==> src/rtl/layer_output_serializer_if.sv <==
// Word stream from a layer serializer into the next layer's neuron input port.
interface layer_output_serializer_if #(
  parameter int unsigned DATA_WIDTH = 16
);
  logic [DATA_WIDTH-1:0] o_data;
  logic                  o_data_valid;
  logic                  i_data_ready;
  logic                  o_last;

  modport master (output o_data, output o_data_valid, output o_last, input i_data_ready);
  modport slave  (input o_data, input o_data_valid, input o_last, output i_data_ready);
endinterface

==> src/rtl/layer_output_serializer.sv <==
// Collects one layer's parallel neuron results into a frame, then streams them in index order.
// Optional SERIALIZER_ARGMAX_EN adds a running signed argmax over the streamed frame.
module layer_output_serializer #(
  parameter int unsigned LAYER_ID   = 1,
  parameter int unsigned NUM_NEURON = 30,
  parameter int unsigned DATA_WIDTH = 16
) (
  input  logic                             i_clk,
  input  logic                             i_reset,
  input  logic [NUM_NEURON*DATA_WIDTH-1:0] i_neuron_output,
  input  logic [NUM_NEURON-1:0]            i_neuron_valid,
  layer_output_serializer_if.master        stream,
  output logic                             o_frame_done,
  output logic                             o_busy,
  output logic                             o_overrun
`ifdef SERIALIZER_ARGMAX_EN
  ,
  output logic [$clog2(NUM_NEURON)-1:0]    o_max_index,
  output logic                             o_max_valid
`endif
);

  localparam int unsigned IDX_W    = $clog2(NUM_NEURON);
  localparam int unsigned LAST_IDX = NUM_NEURON - 1;
  localparam logic [IDX_W-1:0] LAST = IDX_W'(LAST_IDX);

  typedef enum logic [1:0] {COLLECT, STREAM, DONE} state_e;

  state_e                  state_q, state_d;
  logic [NUM_NEURON-1:0]   mask_q, mask_d;
  logic [NUM_NEURON-1:0]   cap_c;
  logic [IDX_W-1:0]        idx_q, idx_d;
  logic [DATA_WIDTH-1:0]   data_q, data_d;
  logic                    valid_q, valid_d;
  logic                    last_q, last_d;
  logic                    done_q, done_d;
  logic                    busy_q, busy_d;
  logic                    overrun_q, overrun_d;
  logic                    xfer_c;
  logic [DATA_WIDTH-1:0]   buf_q [NUM_NEURON];

`ifdef SERIALIZER_ARGMAX_EN
  logic [DATA_WIDTH-1:0]   max_q, max_d;
  logic [IDX_W-1:0]        max_idx_q, max_idx_d;
  logic                    max_valid_q, max_valid_d;
`endif

  assign xfer_c = valid_q && stream.i_data_ready;

  // Next-state and next-output logic
  always_comb begin
    state_d   = state_q;
    mask_d    = mask_q;
    idx_d     = idx_q;
    data_d    = data_q;
    valid_d   = valid_q;
    last_d    = last_q;
    done_d    = 1'b0;
    overrun_d = overrun_q;
    cap_c     = '0;
    unique case (state_q)
      COLLECT: begin
        cap_c  = i_neuron_valid & ~mask_q;
        mask_d = mask_q | i_neuron_valid;
        if ((i_neuron_valid & mask_q) != '0) overrun_d = 1'b1;
        if (&mask_d) begin
          // word 0 may be captured on this very edge, so bypass the buffer
          state_d = STREAM;
          valid_d = 1'b1;
          idx_d   = '0;
          last_d  = 1'b0;
          data_d  = cap_c[0] ? i_neuron_output[DATA_WIDTH-1:0] : buf_q[0];
        end
      end
      STREAM: begin
        if (i_neuron_valid != '0) overrun_d = 1'b1;
        if (xfer_c) begin
          if (idx_q == LAST) begin
            state_d = DONE;
            valid_d = 1'b0;
            last_d  = 1'b0;
            mask_d  = '0;
            idx_d   = '0;
            done_d  = 1'b1;
          end else begin
            idx_d  = idx_q + IDX_W'(1);
            data_d = buf_q[idx_d];
            last_d = (idx_d == LAST);
          end
        end
      end
      DONE: begin
        if (i_neuron_valid != '0) overrun_d = 1'b1;
        state_d = COLLECT;
      end
      default: state_d = COLLECT;
    endcase
    busy_d = (state_d != COLLECT);

`ifdef SERIALIZER_ARGMAX_EN
    max_d       = max_q;
    max_idx_d   = max_idx_q;
    max_valid_d = 1'b0;
    // strict compare keeps the lowest index on ties
    if (state_q == STREAM && xfer_c) begin
      if (idx_q == '0 || $signed(data_q) > $signed(max_q)) begin
        max_d     = data_q;
        max_idx_d = idx_q;
      end
      if (idx_q == LAST) max_valid_d = 1'b1;
    end
`endif
  end

  // State and output registers
  always_ff @(posedge i_clk) begin
    if (!i_reset) begin
      state_q   <= COLLECT;
      mask_q    <= '0;
      idx_q     <= '0;
      data_q    <= '0;
      valid_q   <= 1'b0;
      last_q    <= 1'b0;
      done_q    <= 1'b0;
      busy_q    <= 1'b0;
      overrun_q <= 1'b0;
    end else begin
      state_q   <= state_d;
      mask_q    <= mask_d;
      idx_q     <= idx_d;
      data_q    <= data_d;
      valid_q   <= valid_d;
      last_q    <= last_d;
      done_q    <= done_d;
      busy_q    <= busy_d;
      overrun_q <= overrun_d;
    end
  end

  // Frame buffer needs no reset; only captured entries are ever streamed
  always_ff @(posedge i_clk) begin
    for (int k = 0; k < NUM_NEURON; k++) begin
      if (cap_c[k]) buf_q[k] <= i_neuron_output[k*DATA_WIDTH +: DATA_WIDTH];
    end
  end

  always_ff @(posedge i_clk) begin
    if (i_reset && state_q == STREAM) begin
      assert (idx_q <= LAST) else $error("serializer L%0d: stream index out of range", LAYER_ID);
    end
  end

`ifdef SERIALIZER_ARGMAX_EN
  always_ff @(posedge i_clk) begin
    if (!i_reset) begin
      max_q       <= '0;
      max_idx_q   <= '0;
      max_valid_q <= 1'b0;
    end else begin
      max_q       <= max_d;
      max_idx_q   <= max_idx_d;
      max_valid_q <= max_valid_d;
    end
  end

  assign o_max_index = max_idx_q;
  assign o_max_valid = max_valid_q;
`endif

  assign stream.o_data       = data_q;
  assign stream.o_data_valid = valid_q;
  assign stream.o_last       = last_q;
  assign o_frame_done        = done_q;
  assign o_busy              = busy_q;
  assign o_overrun           = overrun_q;

endmodule

==> src/flat_wrapper.sv <==
// flat-port wrapper written by rule: the top's interface ports become plain ports
module layer_output_serializer_flat 
#(
  parameter int unsigned LAYER_ID   = 1,
  parameter int unsigned NUM_NEURON = 30,
  parameter int unsigned DATA_WIDTH = 16
)
  (i_clk, i_reset, i_neuron_output, i_neuron_valid, o_frame_done, o_busy, o_overrun, stream_o_data, stream_o_data_valid, stream_o_last, stream_i_data_ready);
  layer_output_serializer_if #(.DATA_WIDTH(DATA_WIDTH)) stream_i ();
  input  logic i_clk;
  input  logic i_reset;
  input  logic [NUM_NEURON*DATA_WIDTH-1:0] i_neuron_output;
  input  logic [NUM_NEURON-1:0] i_neuron_valid;
  output logic o_frame_done;
  output logic o_busy;
  output logic o_overrun;
  output wire logic [$bits(stream_i.o_data)-1:0] stream_o_data;
  output wire logic [$bits(stream_i.o_data_valid)-1:0] stream_o_data_valid;
  output wire logic [$bits(stream_i.o_last)-1:0] stream_o_last;
  input wire logic [$bits(stream_i.i_data_ready)-1:0] stream_i_data_ready;
  assign stream_o_data = stream_i.o_data;
  assign stream_o_data_valid = stream_i.o_data_valid;
  assign stream_o_last = stream_i.o_last;
  assign stream_i.i_data_ready = stream_i_data_ready;
  layer_output_serializer #(.LAYER_ID(LAYER_ID), .NUM_NEURON(NUM_NEURON), .DATA_WIDTH(DATA_WIDTH)) u_core (.i_clk(i_clk), .i_reset(i_reset), .i_neuron_output(i_neuron_output), .i_neuron_valid(i_neuron_valid), .stream(stream_i), .o_frame_done(o_frame_done), .o_busy(o_busy), .o_overrun(o_overrun));
endmodule
==> config.mk <==
export PLATFORM = sky130hd
export DESIGN_NAME = layer_output_serializer_flat
export DESIGN_NICKNAME = d
export VERILOG_FILES = /design/src/rtl/layer_output_serializer_if.sv /design/src/rtl/layer_output_serializer.sv /design/src/flat_wrapper.sv
export SDC_FILE = /design/constraint.sdc
export NUM_CORES = 1
export LEC_CHECK = 0
export BUFFER_PORTS_ARGS = -buffer_cell sky130_fd_sc_hd__buf_2
export CAP_MARGIN = 20
export CELL_PAD_IN_SITES_DETAIL_PLACEMENT = 1
export CELL_PAD_IN_SITES_GLOBAL_PLACEMENT = 2
export CORE_ASPECT_RATIO = 0.9
export CORE_UTILIZATION = 38
export CTS_CLUSTER_DIAMETER = 80
export CTS_CLUSTER_SIZE = 10
export DETAILED_ROUTE_END_ITERATION = 10
export GPL_TIMING_DRIVEN = 0
export PLACE_DENSITY_LB_ADDON = 0.1
export SYNTH_ARGS = -nofsm -noshare
export SYNTH_HDL_FRONTEND = slang
export SYNTH_SLANG_ARGS = --single-unit
export TNS_END_PERCENT = 20
==> constraint.sdc <==
create_clock -name i_clk -period 3.15 [get_ports i_clk]
set_input_delay 0.63 -clock i_clk [delete_from_list [all_inputs] [get_ports i_clk]]
set_output_delay 0.63 -clock i_clk [all_outputs]
set_load 0.005 [all_outputs]
# After elaboration in Yosys (flattened, before gate mapping)
# Memories as Yosys holds them, arrays and structs flattened.
# Cells that the tools add are included.
# word_totals
regBits	58
mem_bits_rw	480
mem_count	1
# mem_list
name	words	word_bits	read_ports	rd_ports_with_merged_regs	write_ports	line	text
u_core.buf_q	30	16	2	0	30	layer_output_serializer.sv:40	logic [DATA_WIDTH-1:0] buf_q [NUM_NEURON];
# op_classes
addsub	1
eq_ne	10
muxes	89
bitwise_logic	4
n_reduce_logical	15
# op_table
cell	count
2-to-1 mux 30 bit	3
2-to-1 mux 1 bit	69
2-to-1 mux 16 bit	4
bitwise AND 30 bit	2
one-hot mux 30 bit (2 select lines)	1
nonzero test 30 bit	2
one-hot mux 16 bit (2 select lines)	1
NOT 30 bit	1
bitwise OR 30 bit	1
AND reduction 30 bit	1
2-to-1 mux 5 bit	3
AND reduction 3 bit	4
equality test 5 bit (second input constant)	2
!= test 2 x 1 -> 1 bit (second input constant)	5
one-hot mux 5 bit (2 select lines)	1
AND reduction 4 bit	2
2-to-1 mux 2 bit	3
one-hot mux 1 bit (2 select lines)	3
nonzero test 2 bit	3
adder 5 x 1 -> 5 bit (second input constant)	1
one-hot mux 2 bit (2 select lines)	1
equality test 2 x 1 -> 1 bit (second input constant)	1
equality test 2 bit (second input constant)	1
logical NOT 2 bit	1
other kinds (3)	3

# Longest topological paths before layout
# depth
depth_word	5
depth_mapped	13

# Worst setup path after synthesis
# No wires, ideal clock.
# synth_timing
path_type	reg2reg
start	register u_core.idx_q[0]
end	register u_core.data_q[1] (netlist: u_core.stream.o_data[1])
setup_ns	0.140
t_arrival_ns	2.492
slack_ns	0.517
path_stages_with_launch	13
n_path_buf	5
synth_period_minus_slack_ns	2.633
cell_sequence	dfxtp_1 > buf_6 > buf_6 > inv_2 > ha_1 > buf_4 > buf_6 > buf_4 > mux4_1 > a22oi_1 > a32oi_1 > o221ai_1 > a22oi_1
# synth_via
elab_chain_len	5
word_cells_on_any_way	8
# synth_rtl
element	line	text
from (decl)	layer_output_serializer.sv:32	logic [IDX_W-1:0] idx_q, idx_d;
from (signal assigned)	layer_output_serializer.sv:130	idx_q <= idx_d;
adder 5 x 1 -> 5 bit	layer_output_serializer.sv:86	idx_d = idx_q + IDX_W'(1);
memory read (30 x 16 bit)	--	
2-to-1 mux 16 bit	layer_output_serializer.sv:78	if (idx_q == LAST) begin
2-to-1 mux 16 bit	layer_output_serializer.sv:77	if (xfer_c) begin
one-hot mux 16 bit (2 select lines)	layer_output_serializer.sv:61	unique case (state_q)
to (signal assigned)	layer_output_serializer.sv:131	data_q <= data_d;
to (decl)	layer_output_serializer.sv:33	logic [DATA_WIDTH-1:0] data_q, data_d;
# Several ways; a longest one is shown, not always the timed one. The select of a mux whose other input is x is not followed.
# A chain may end at the register's enable or synchronous reset.

# Worst setup path in the final report
# layout_timing
start	register u_core.idx_q[0]
end	register u_core.data_q[14] (netlist: u_core.stream.o_data[14])
# Same word-level chain as after synthesis.

==> impl_metrics.toml <==
[yosys]
synthCells = 1246
ys_types = 57
ys_seq_elements = 538
synth_fp_nets = 1765
synth_top_area_share_pct = 67.0
synth.area.top_cells = "edfxtp_1 (67%), mux4_2 (11%), dfxtp_1 (5.4%)"
ys_seq_area_share_pct = 72.4
synth_ff_type = "edfxtp_1"
syn_avg_cell_area_um2 = 17.3
synth_top_cell_by_area = "edfxtp_1"
synth_edf_count = 480
async_flop_share_pct = 0
yosys_warnings = 0
syn-cell-area_um2 = 21500

[min_path]
hold_path_end = "u_core.buf_q[18][9]$_DFFE_PP_"
whs_path_depth = 1
hold_start = "i_neuron_output[297]"
hold_class = "in -> reg"

[clock_network]
cts_made_buffers = 59
htree_levels = 2
cts_tree = "done"
root_buffer = "clkbuf_16"
clock_latency_ps = 610
path_clk_slew_ps = 60
clock_path_buffers = 3
clock_sinks = 538

[sta]
max_freq_mhz = 328
timing.final.crit_share_pct = 96.7
relSlewSlack_pct = 33.2
hold_viol = 0
worst_pin_slew_ps = 1000
finalSetupViolCount = 0
fin_crit_ps = 3050
skew_ps = 12.3
finalMaxSlewViolations = 0

[routing]
post_drt_wl_per_cell_um = 28.8
dr.pass1.iters = 5
drc_errors = 0
drtIter0Drc = 1285
vias = 14300
wirelength_um = 77800
viasPerCell = 5.28
postRouteAntennaNets = 0

[critical_path]
arrival_ps = 3510
crit_required_ps = 3610
cp-end-kind = "register"
cp-startpoint = "u_core.idx_q[0]$_SDFFE_PN0P_"
r2r_slack_ps = 100
criticalPathCategory = "reg -> reg"
crit_fanout = 10
reg2reg_from = "u_core.idx_q[0]$_SDFFE_PN0P_"
regToRegEndpoint = "u_core.stream.o_data[14]$_SDFFE_PN0P_"
reg2reg_depth = 13
start_kind = "register"

[layout]
fill_cells = 5615
final_cell_area_um2 = 27700
fin_cells = 2699
drive_gt1_share_pct = 44.4
final_common_cell = "buf_2"
nets = 2391
mostFrequentLayoutCells = "buf_2 (543), edfxtp_1 (480), nand2_1 (119), mux4_2 (101), nor2_1 (88)"
area_growth_pct = 28.9

[die]
rows = 82
io_pins = 534
dieArea_um2 = 57600
die_w_um = 253
fp.dieH_um = 228
start_util_pct = 38.6
core_um2 = 55800

[power]
ir_drop_mv = 0.420
total_power_mw = 15.8
power.density_nw_per_um2 = 570
p_leak_nw = 10.2

[grt]
grt_pass1_vias = 15400
grt_pass1_wl_um = 109000
antenna_found_initial = 23
grt_usage_pct = 27.0
grt_start_max_net_pins = 16
grt_overflow = 0

[placement]
port_buffers = 533
place_area_um2 = 25700
dp_hpwl_um = 60600
gp_congestion = 0.861
placed_cells = 2565

[run_status]
status = "finished, final reports clean"

[job]
cap_violations = 0
per-layer routing:
metal	vias up	share of wire, %	global-route usage [%]
li1	6259	-	-
met1	7345	41	35.6
met2	538	50	44.9
met3	112	7.1	5.65
met4	10	2.2	7.92
met5	-	0.099	0
how the worst max path moves through the flow:
stage                     cells past startpoint                               endpoint
after floorplan                              12   u_core.stream.o_data[1]$_SDFFE_PN0P_
after global placement                       13  u_core.stream.o_data[13]$_SDFFE_PN0P_
after detailed placement                     13  u_core.stream.o_data[13]$_SDFFE_PN0P_
after CTS                                    13   u_core.stream.o_data[7]$_SDFFE_PN0P_
after global routing                         12   u_core.stream.o_data[3]$_SDFFE_PN0P_
final                                        13  u_core.stream.o_data[14]$_SDFFE_PN0P_
through the flow:
step                      setup WS, ps  hold slack, ps  setup TNS, ps  utilization (%)
after CTS                       -0.361             153         -0.528             49.5
after floorplan                    517             454              0                -
after detailed placement          -798             452          -9550             46.0
after global routing            -0.940             158         -0.940             49.7
after global placement            -782             447        -139400             45.0
final                              103             187              0             49.7
critical path: stages (launching register included):
cell	delay, ps
dfxtp_2	370
buf_12	120
buf_8	170
inv_4	110
ha_1	290
buf_4	170
buf_12	170
buf_12	170
buf_4	230
mux4_2	330
nor2_2	220
nor2_1	170
o221ai_1	240
a22oi_1	100
cell usage after synthesis, types with 13 or more instances:
cell type	instances
edfxtp_1	480
nor2_1	127
nand2_1	119
mux4_2	101
a21oi_1	64
dfxtp_1	58
a22oi_1	28
clkbuf_1	26
mux2i_1	19
buf_4	16
o22ai_1	15
buf_2	14
nand3_1	13
repair_timing:
action | in CTS | in global routing
buffers inserted | 1 | 1
gates resized for setup | 53 | 7
pin swaps | 6 | 1
setup endpoints to repair | 16 | 25
hold buffers | 0 | 0
power by group:
part           switching [mW]  internal [mW]  total [mW]
Sequential              0.136           8.23        8.36
Clock                    2.81           3.62        6.43
Combinational           0.560          0.472        1.03
Total                    3.50           12.3        15.8
registers in the layout (all words and copies together), names as in the netlist, 2 cells and up:
signal,flops
u_core.state_q,2
u_core.stream.o_data,16
u_core.idx_q,5
u_core.mask_q,30
u_core.buf_q,480
kinds of logic (layout without fill, tap and decap cells):
group	Yosys count	count (layout)	synth area share, %
AO/OA/AOI/OAI	179	179	5.55
XOR/XNOR	4	4	0.250
AND/OR/NAND/NOR	302	302	5.87
flip-flops	538	538	72.4
adder cells (fa/ha/maj)	6	6	0.349
other	0	22	0
multiplexers	139	139	13.3
buffers and inverters	78	753	2.34
layout make-up:
cell class	count	area [um2]	area share, %
sequential	538	15600	56.1
buffer	72	558	2.01
inverter	6	25.0	0.0902
clock buffer	110	1720	6.20
multi-input combinational	630	5710	20.6
antenna	22	55.1	0.198
timing repair buffer	565	3150	11.4
tap	756	946	3.41
(Power assumes the default switching activity.)
